<file path="config.mk">
export PLATFORM = sky130hd
export DESIGN_NAME = pipemem_stage
export DESIGN_NICKNAME = d
export VERILOG_FILES = /design/src/rtl/pipemem_stage.sv
export SDC_FILE = /design/constraint.sdc
export NUM_CORES = 1
export LEC_CHECK = 0
export BUFFER_PORTS_ARGS = -buffer_cell sky130_fd_sc_hd__buf_2
export CELL_PAD_IN_SITES_DETAIL_PLACEMENT = 2
export CELL_PAD_IN_SITES_GLOBAL_PLACEMENT = 2
export CORE_MARGIN = 8
export CORE_UTILIZATION = 30
export CTS_CLUSTER_DIAMETER = 150
export CTS_CLUSTER_SIZE = 10
export DETAILED_ROUTE_END_ITERATION = 8
export PLACE_DENSITY_LB_ADDON = 0.1
export SYNTH_ARGS = -nofsm -noshare
export SYNTH_HDL_FRONTEND = slang
export SYNTH_SLANG_ARGS = --single-unit
</file>
<file path="constraint.sdc">
create_clock -name clock -period 2.2 [get_ports clock]
set_clock_uncertainty 0.15 [all_clocks]
set_input_delay 0.22 -clock clock [delete_from_list [all_inputs] [get_ports clock]]
set_output_delay 0.22 -clock clock [all_outputs]
set_load 0.01 [all_outputs]
</file>
<file path="src/rtl/pipemem_stage.sv">
// -----------------------------------------------------------------------------
// pipemem_stage
//   Memory stage of the pipeline. It captures the EXE results into the EX/MEM
//   register and performs the data-memory access over a req/ready bus with
//   variable latency. It then produces the MEM/WB register used by write-back.
//   While an access is outstanding, stall_mem freezes the upstream stages.
//
// Optional feature (compile-time macro):
//   MEM_MISALIGN_TRAP_EN - if defined, a memory op with malu[1:0] != 0 issues
//                          no request. It completes on the next edge as an
//                          abort (merr=1, wwreg=0, wmo=ERR_DATA).
//                          If undefined, the low address bits are ignored and
//                          the access is word-aligned.
//
// Parameters:
//   TIMEOUT  - number of stalled cycles allowed before a pending access is
//              aborted (1..255)
//   ERR_DATA - value written to wmo for an aborted access
//
// Ports:
//   clock, resetn                   rising-edge clock, async active-low reset
//   ewreg, em2reg, ewmem            EXE control: reg write, load, store
//   ealu, eb, ern                   EXE ALU result/address, store data, dest reg
//   dmem_req, dmem_we               memory request valid, write strobe
//   dmem_addr, dmem_wdata           word address, store data
//   dmem_ready, dmem_rdata          memory completion, read data
//   stall_mem                       freeze IF/ID/EXE and hold EX/MEM
//   mwreg, mm2reg, malu, mrn        EX/MEM register (forwarding view)
//   wwreg, wm2reg, walu, wmo, wrn   MEM/WB register
//   merr                            one-cycle pulse on an aborted access
// -----------------------------------------------------------------------------
module pipemem_stage #(
  parameter int unsigned TIMEOUT  = 255,
  parameter logic [31:0] ERR_DATA = 32'hDEADBEEF
) (
  input  logic        clock,
  input  logic        resetn,
  input  logic        ewreg,
  input  logic        em2reg,
  input  logic        ewmem,
  input  logic [31:0] ealu,
  input  logic [31:0] eb,
  input  logic [4:0]  ern,
  output logic        dmem_req,
  output logic        dmem_we,
  output logic [31:0] dmem_addr,
  output logic [31:0] dmem_wdata,
  input  logic        dmem_ready,
  input  logic [31:0] dmem_rdata,
  output logic        stall_mem,
  output logic        mwreg,
  output logic        mm2reg,
  output logic [31:0] malu,
  output logic [4:0]  mrn,
  output logic        wwreg,
  output logic        wm2reg,
  output logic [31:0] walu,
  output logic [31:0] wmo,
  output logic [4:0]  wrn,
  output logic        merr
);

  typedef enum logic {
    S_IDLE = 1'b0,
    S_WAIT = 1'b1
  } state_t;

  localparam logic [7:0] TIMEOUT_C = 8'(TIMEOUT);

  state_t      state_q, state_d;
  logic [7:0]  cnt_q, cnt_d;

  // EX/MEM register
  logic        mwreg_q, mm2reg_q, mwmem_q;
  logic [31:0] malu_q, mb_q;
  logic [4:0]  mrn_q;

  // MEM/WB register
  logic        wwreg_q, wm2reg_q, merr_q;
  logic        wwreg_d, wm2reg_d, merr_d;
  logic [31:0] walu_q, wmo_q, walu_d, wmo_d;
  logic [4:0]  wrn_q, wrn_d;

  logic        mem_op_s, misalign_s, req_s, rdy_s, abort_s, stall_s;

  assign mem_op_s = mm2reg_q | mwmem_q;

`ifdef MEM_MISALIGN_TRAP_EN
  assign misalign_s = mem_op_s & (malu_q[1:0] != 2'b00);
`else
  assign misalign_s = 1'b0;
`endif

  // Both FSM states issue the request. A trapped misaligned op never does.
  assign req_s   = mem_op_s & ~misalign_s & ((state_q == S_IDLE) | (state_q == S_WAIT));
  // A ready pulse without a request is ignored.
  assign rdy_s   = dmem_ready & req_s;
  // Ready in the same cycle as the timeout wins over the abort.
  assign abort_s = misalign_s |
                   (req_s & ~dmem_ready & (state_q == S_WAIT) & (cnt_q >= TIMEOUT_C));
  assign stall_s = mem_op_s & ~rdy_s & ~abort_s;

  assign dmem_req   = req_s;
  assign dmem_we    = mwmem_q;
  assign dmem_addr  = {malu_q[31:2], 2'b00};
  assign dmem_wdata = mb_q;
  assign stall_mem  = stall_s;

  assign mwreg  = mwreg_q;
  assign mm2reg = mm2reg_q;
  assign malu   = malu_q;
  assign mrn    = mrn_q;
  assign wwreg  = wwreg_q;
  assign wm2reg = wm2reg_q;
  assign walu   = walu_q;
  assign wmo    = wmo_q;
  assign wrn    = wrn_q;
  assign merr   = merr_q;

  // Access FSM next state and wait-cycle counter
  always_comb begin
    state_d = state_q;
    cnt_d   = cnt_q;
    case (state_q)
      S_IDLE: begin
        if (req_s & ~rdy_s & ~abort_s) begin
          state_d = S_WAIT;
          cnt_d   = 8'd1;
        end else begin
          state_d = S_IDLE;
          cnt_d   = 8'd0;
        end
      end
      S_WAIT: begin
        // ~req_s cannot happen while waiting; leave WAIT safely if it does.
        if (rdy_s | abort_s | ~req_s) begin
          state_d = S_IDLE;
          cnt_d   = 8'd0;
        end else if (cnt_q == 8'hFF) begin
          state_d = S_WAIT;
          cnt_d   = cnt_q;
        end else begin
          state_d = S_WAIT;
          cnt_d   = cnt_q + 8'd1;
        end
      end
      default: begin
        state_d = S_IDLE;
        cnt_d   = 8'd0;
      end
    endcase
  end

  // MEM/WB next value: bubble while stalled, error record on abort
  always_comb begin
    wwreg_d  = wwreg_q;
    wm2reg_d = wm2reg_q;
    walu_d   = walu_q;
    wmo_d    = wmo_q;
    wrn_d    = wrn_q;
    merr_d   = abort_s;
    if (stall_s) begin
      wwreg_d  = 1'b0;
      wm2reg_d = 1'b0;
    end else if (abort_s) begin
      wwreg_d  = 1'b0;
      wm2reg_d = mm2reg_q;
      walu_d   = malu_q;
      wmo_d    = ERR_DATA;
      wrn_d    = mrn_q;
    end else begin
      wwreg_d  = mwreg_q;
      wm2reg_d = mm2reg_q;
      walu_d   = malu_q;
      wmo_d    = (mm2reg_q & ~mwmem_q) ? dmem_rdata : 32'h0000_0000;
      wrn_d    = mrn_q;
    end
  end

  // FSM state and counter registers
  always_ff @(posedge clock or negedge resetn) begin
    if (!resetn) begin
      state_q <= S_IDLE;
      cnt_q   <= 8'd0;
    end else begin
      state_q <= state_d;
      cnt_q   <= cnt_d;
    end
  end

  // EX/MEM register: holds while the access stalls
  always_ff @(posedge clock or negedge resetn) begin
    if (!resetn) begin
      mwreg_q  <= 1'b0;
      mm2reg_q <= 1'b0;
      mwmem_q  <= 1'b0;
      malu_q   <= 32'h0000_0000;
      mb_q     <= 32'h0000_0000;
      mrn_q    <= 5'd0;
    end else if (!stall_s) begin
      mwreg_q  <= ewreg;
      mm2reg_q <= em2reg;
      mwmem_q  <= ewmem;
      malu_q   <= ealu;
      mb_q     <= eb;
      mrn_q    <= ern;
    end else begin
      mwreg_q  <= mwreg_q;
      mm2reg_q <= mm2reg_q;
      mwmem_q  <= mwmem_q;
      malu_q   <= malu_q;
      mb_q     <= mb_q;
      mrn_q    <= mrn_q;
    end
  end

  // MEM/WB register and error pulse
  always_ff @(posedge clock or negedge resetn) begin
    if (!resetn) begin
      wwreg_q  <= 1'b0;
      wm2reg_q <= 1'b0;
      walu_q   <= 32'h0000_0000;
      wmo_q    <= 32'h0000_0000;
      wrn_q    <= 5'd0;
      merr_q   <= 1'b0;
    end else begin
      wwreg_q  <= wwreg_d;
      wm2reg_q <= wm2reg_d;
      walu_q   <= walu_d;
      wmo_q    <= wmo_d;
      wrn_q    <= wrn_d;
      merr_q   <= merr_d;
    end
  end

endmodule

</file>
==> results.py <==
metrics = {
    "floorplanning": {
        "fp.dieW_um": 158,
        "design.die.area_um2": 24900,
        "die_y_um": 158,
        "rows": 52,
        "coreArea_um2": 20000,
        "io_pins": 285,
        "initial_core_util_pct": 30.2,
    },
    "cells_and_area": {
        "layout_common_cells": "281 x buf_2, 153 x dfrtp_1, 106 x dlygate4sd3_1",
        "diodes": 0,
        "areaGrowthSynthToFinish_pct": 55.8,
        "drive_gt1_share_pct": 51.0,
        "nets": 873,
        "multi_input_area_um2": 1840,
        "layout_commonest_cell": "buf_2",
        "seq_area_um2": 3830,
        "num-fill-cells": 1993,
    },
    "critical_path": {
        "cp_max_fo": 14,
        "cp.required_ns": 1.83,
        "critPathCaptureType": "output pin",
        "critPathArrivalTime_ns": 1.74,
        "crit_type": "reg2out",
        "startpoint_type": "register",
    },
    "route": {
        "ant_nets": 0,
        "detail_route.wl_per_cell_um": 20.4,
        "drc": 0,
        "first_pass_iters": 4,
        "wl_mm": 21.3,
        "vias": 4766,
        "routed_via_density": 4.55,
        "drt_iter0_drc": 89,
    },
    "yosys": {
        "ys_warn_count": 0,
        "yosysSeqAreaShare_pct": 63.5,
        "yosys.area_share.simple_pct": 2.49,
        "synth_top_family_by_area": "multiplexers",
        "synth_edf_count": 0,
        "synth.distinct_cells": 37,
        "synth_area_leader_cell": "dfrtp_1",
        "yosys.area_share.xor_xnor_pct": 0.436,
        "synth_top_cell_area_share_pct": 63.5,
        "synthCells": 391,
        "synthArstFlopShare_pct": 100,
        "synth.cell_area_um2": 6030,
        "ys_ff_latch": 153,
        "synth_area_leaders": "dfrtp_1 64%, mux2_2 11%, mux2_1 9.3%",
        "post_synth.cell_area_avg_um2": 15.4,
        "synthAdderAreaFrac_pct": 0.208,
        "synth_compound_area_share_pct": 6.44,
        "synth_ff_type": "dfrtp_1",
        "synthMuxAreaShare_pct": 20.4,
    },
    "timing": {
        "tightest_slew_ns": 0.521,
        "finalWorstSetupSlack_ns": 0.0909,
        "finalCritPeriodShare_pct": 95.9,
        "fin_crit_ns": 2.11,
        "drv_slew": 0,
        "hold_violations": 0,
        "setup_violations": 0,
        "fin_setup_tns_ns": 0,
        "max_freq_mhz": 474,
        "rsz0062_at_grt": "false",
        "max_slew_margin_pct": 65.3,
    },
    "global_route": {
        "overflow": 0,
        "grt_max_degree": 52,
        "grt_pass1_vias": 5750,
        "antenna_found_initial": 0,
        "grt_pass1_wl_mm": 33.3,
        "grt_usage_pct": 17.3,
    },
    "pwr": {
        "power_density_nw_per_um2": 893,
        "cellLeakagePower_uw": 0.00456,
        "ir_worst_vdd_uv": 669,
    },
    "clocking": {
        "htreeDepth": 4,
        "cts_sinks": 153,
        "cts_buffers": 17,
        "clk_latency_ns": 0.41,
        "path_clk_slew_ns": 0.06,
        "cts_tree": "yes",
        "cts_root_buffer": "clkbuf_16",
        "clk_path_buf_depth": 2,
    },
    "status": {
        "status": "finished clean",
    },
    "run": {
        "drv_cap": 0,
    },
    "place": {
        "place_hpwl_mm": 14.3,
        "port_buffers": 282,
        "place_ws_ns": 0.151,
        "gp_congestion": 0.763,
    },
    "worst_hold_path": {
        "hold_path.class": "in2async",
    },
}
==> logic make-up (layout without fill, tap and decap cells) <==
kind of cell	Yosys count	in the layout
XOR/XNOR	3	3
AO/OA/AOI/OAI	42	42
buffers and inverters	56	441
other	1	2
AND/OR/NAND/NOR	26	26
multiplexers	109	109
adder cells (fa/ha/maj)	1	1
flip-flops	153	153
==> flip-flops by register name (all words and copies together), names as in the netlist <==
register	cells
wmo	32
wrn	5
wm2reg	1
state_q	1
wwreg	1
merr	1
malu	32
mrn	5
dmem_wdata	32
cnt_q	8
mm2reg	1
dmem_we	1
mwreg	1
walu	32
==> worst max-delay path, stage by stage (launching register included) <==
cell	delay (ns)
dfrtp_1	0.40
ha_4	0.17
nand4_2	0.14
o21ai_4	0.22
clkinv_4	0.09
buf_16	0.16
buf_2	0.15
==> layer usage <==
| metal | global-route usage, % | up-vias | wire [um] |
|---|---|---|---|
| met5 | 0 | - | 0 |
| met4 | 4.99 | 0 | 316 |
| met3 | 5.84 | 20 | 1690 |
| met2 | 31.1 | 175 | 11100 |
| met1 | 19.1 | 2444 | 8260 |
| li1 | - | 2127 | - |
==> power breakdown <==
group / switching (uW) / internal, uW
clock: 1150 / 2040
combinational: 863 / 875
sequential: 254 / 3200
total: 2270 / 6110
==> timing repair <==
item	in CTS	in global routing
gates cloned	2	0
hold endpoints to repair	152	0
hold buffers	106	0
endpoints found under the setup margin	1	1
buffers inserted	2	4
pin swaps	1	2
gates resized for setup	4	0
==> final cells by class <==
type / count / share of cell area, %
multi-input combinational: 183 / 19.6
inverter: 3 / 0.173
tap: 270 / 3.60
timing repair buffer: 407 / 29.1
clock inverter: 11 / 2.07
sequential: 153 / 40.8
clock buffer: 20 / 4.76
==> worst paths after layout <==
path	startpoint	end	slack [ns]	cells after the start
max	cnt_q[1]$_DFFE_PN0P_	stall_mem	0.09	6
min	resetn	walu[16]$_DFFE_PN0N_	0.18	2
max reg2reg	cnt_q[1]$_DFFE_PN0P_	malu[22]$_DFFE_PN0N_	0.10	7
min reg2reg	dmem_wdata[12]$_DFFE_PN0N_	dmem_wdata[12]$_DFFE_PN0N_	0.34	1
max in group asynchronous	resetn	walu[4]$_DFFE_PN0N_	1.05	3
min in group clock	dmem_wdata[12]$_DFFE_PN0N_	dmem_wdata[12]$_DFFE_PN0N_	0.34	1
==> stage by stage <==
stage	std cells	instance area, um^2	hold WS, ns	util [%]	power (uW)
after floorplan	392	6030	-0.226	-	4280
after global placement	902	7550	0.0607	37.8	4970
after detailed placement	902	7550	0.0720	37.8	5040
after CTS	1043	9360	0.192	46.9	8500
after global routing	1047	9390	0.198	47.0	8790
final	1047	9390	0.175	47.0	8380
==> Yosys cell counts, drive strengths merged (2+ instances only) <==
| library cell | n |
|---|---|
| dfrtp | 153 |
| mux2 | 109 |
| buf | 47 |
| a221o | 24 |
| a22o | 8 |
| clkbuf | 6 |
| nand2 | 5 |
| nand3 | 4 |
| nand4 | 4 |
| nor2 | 4 |
| inv | 3 |
| o21ai | 3 |
| or3 | 3 |
| xor2 | 2 |
No activity file was read; power rests on OpenSTA's default activity.
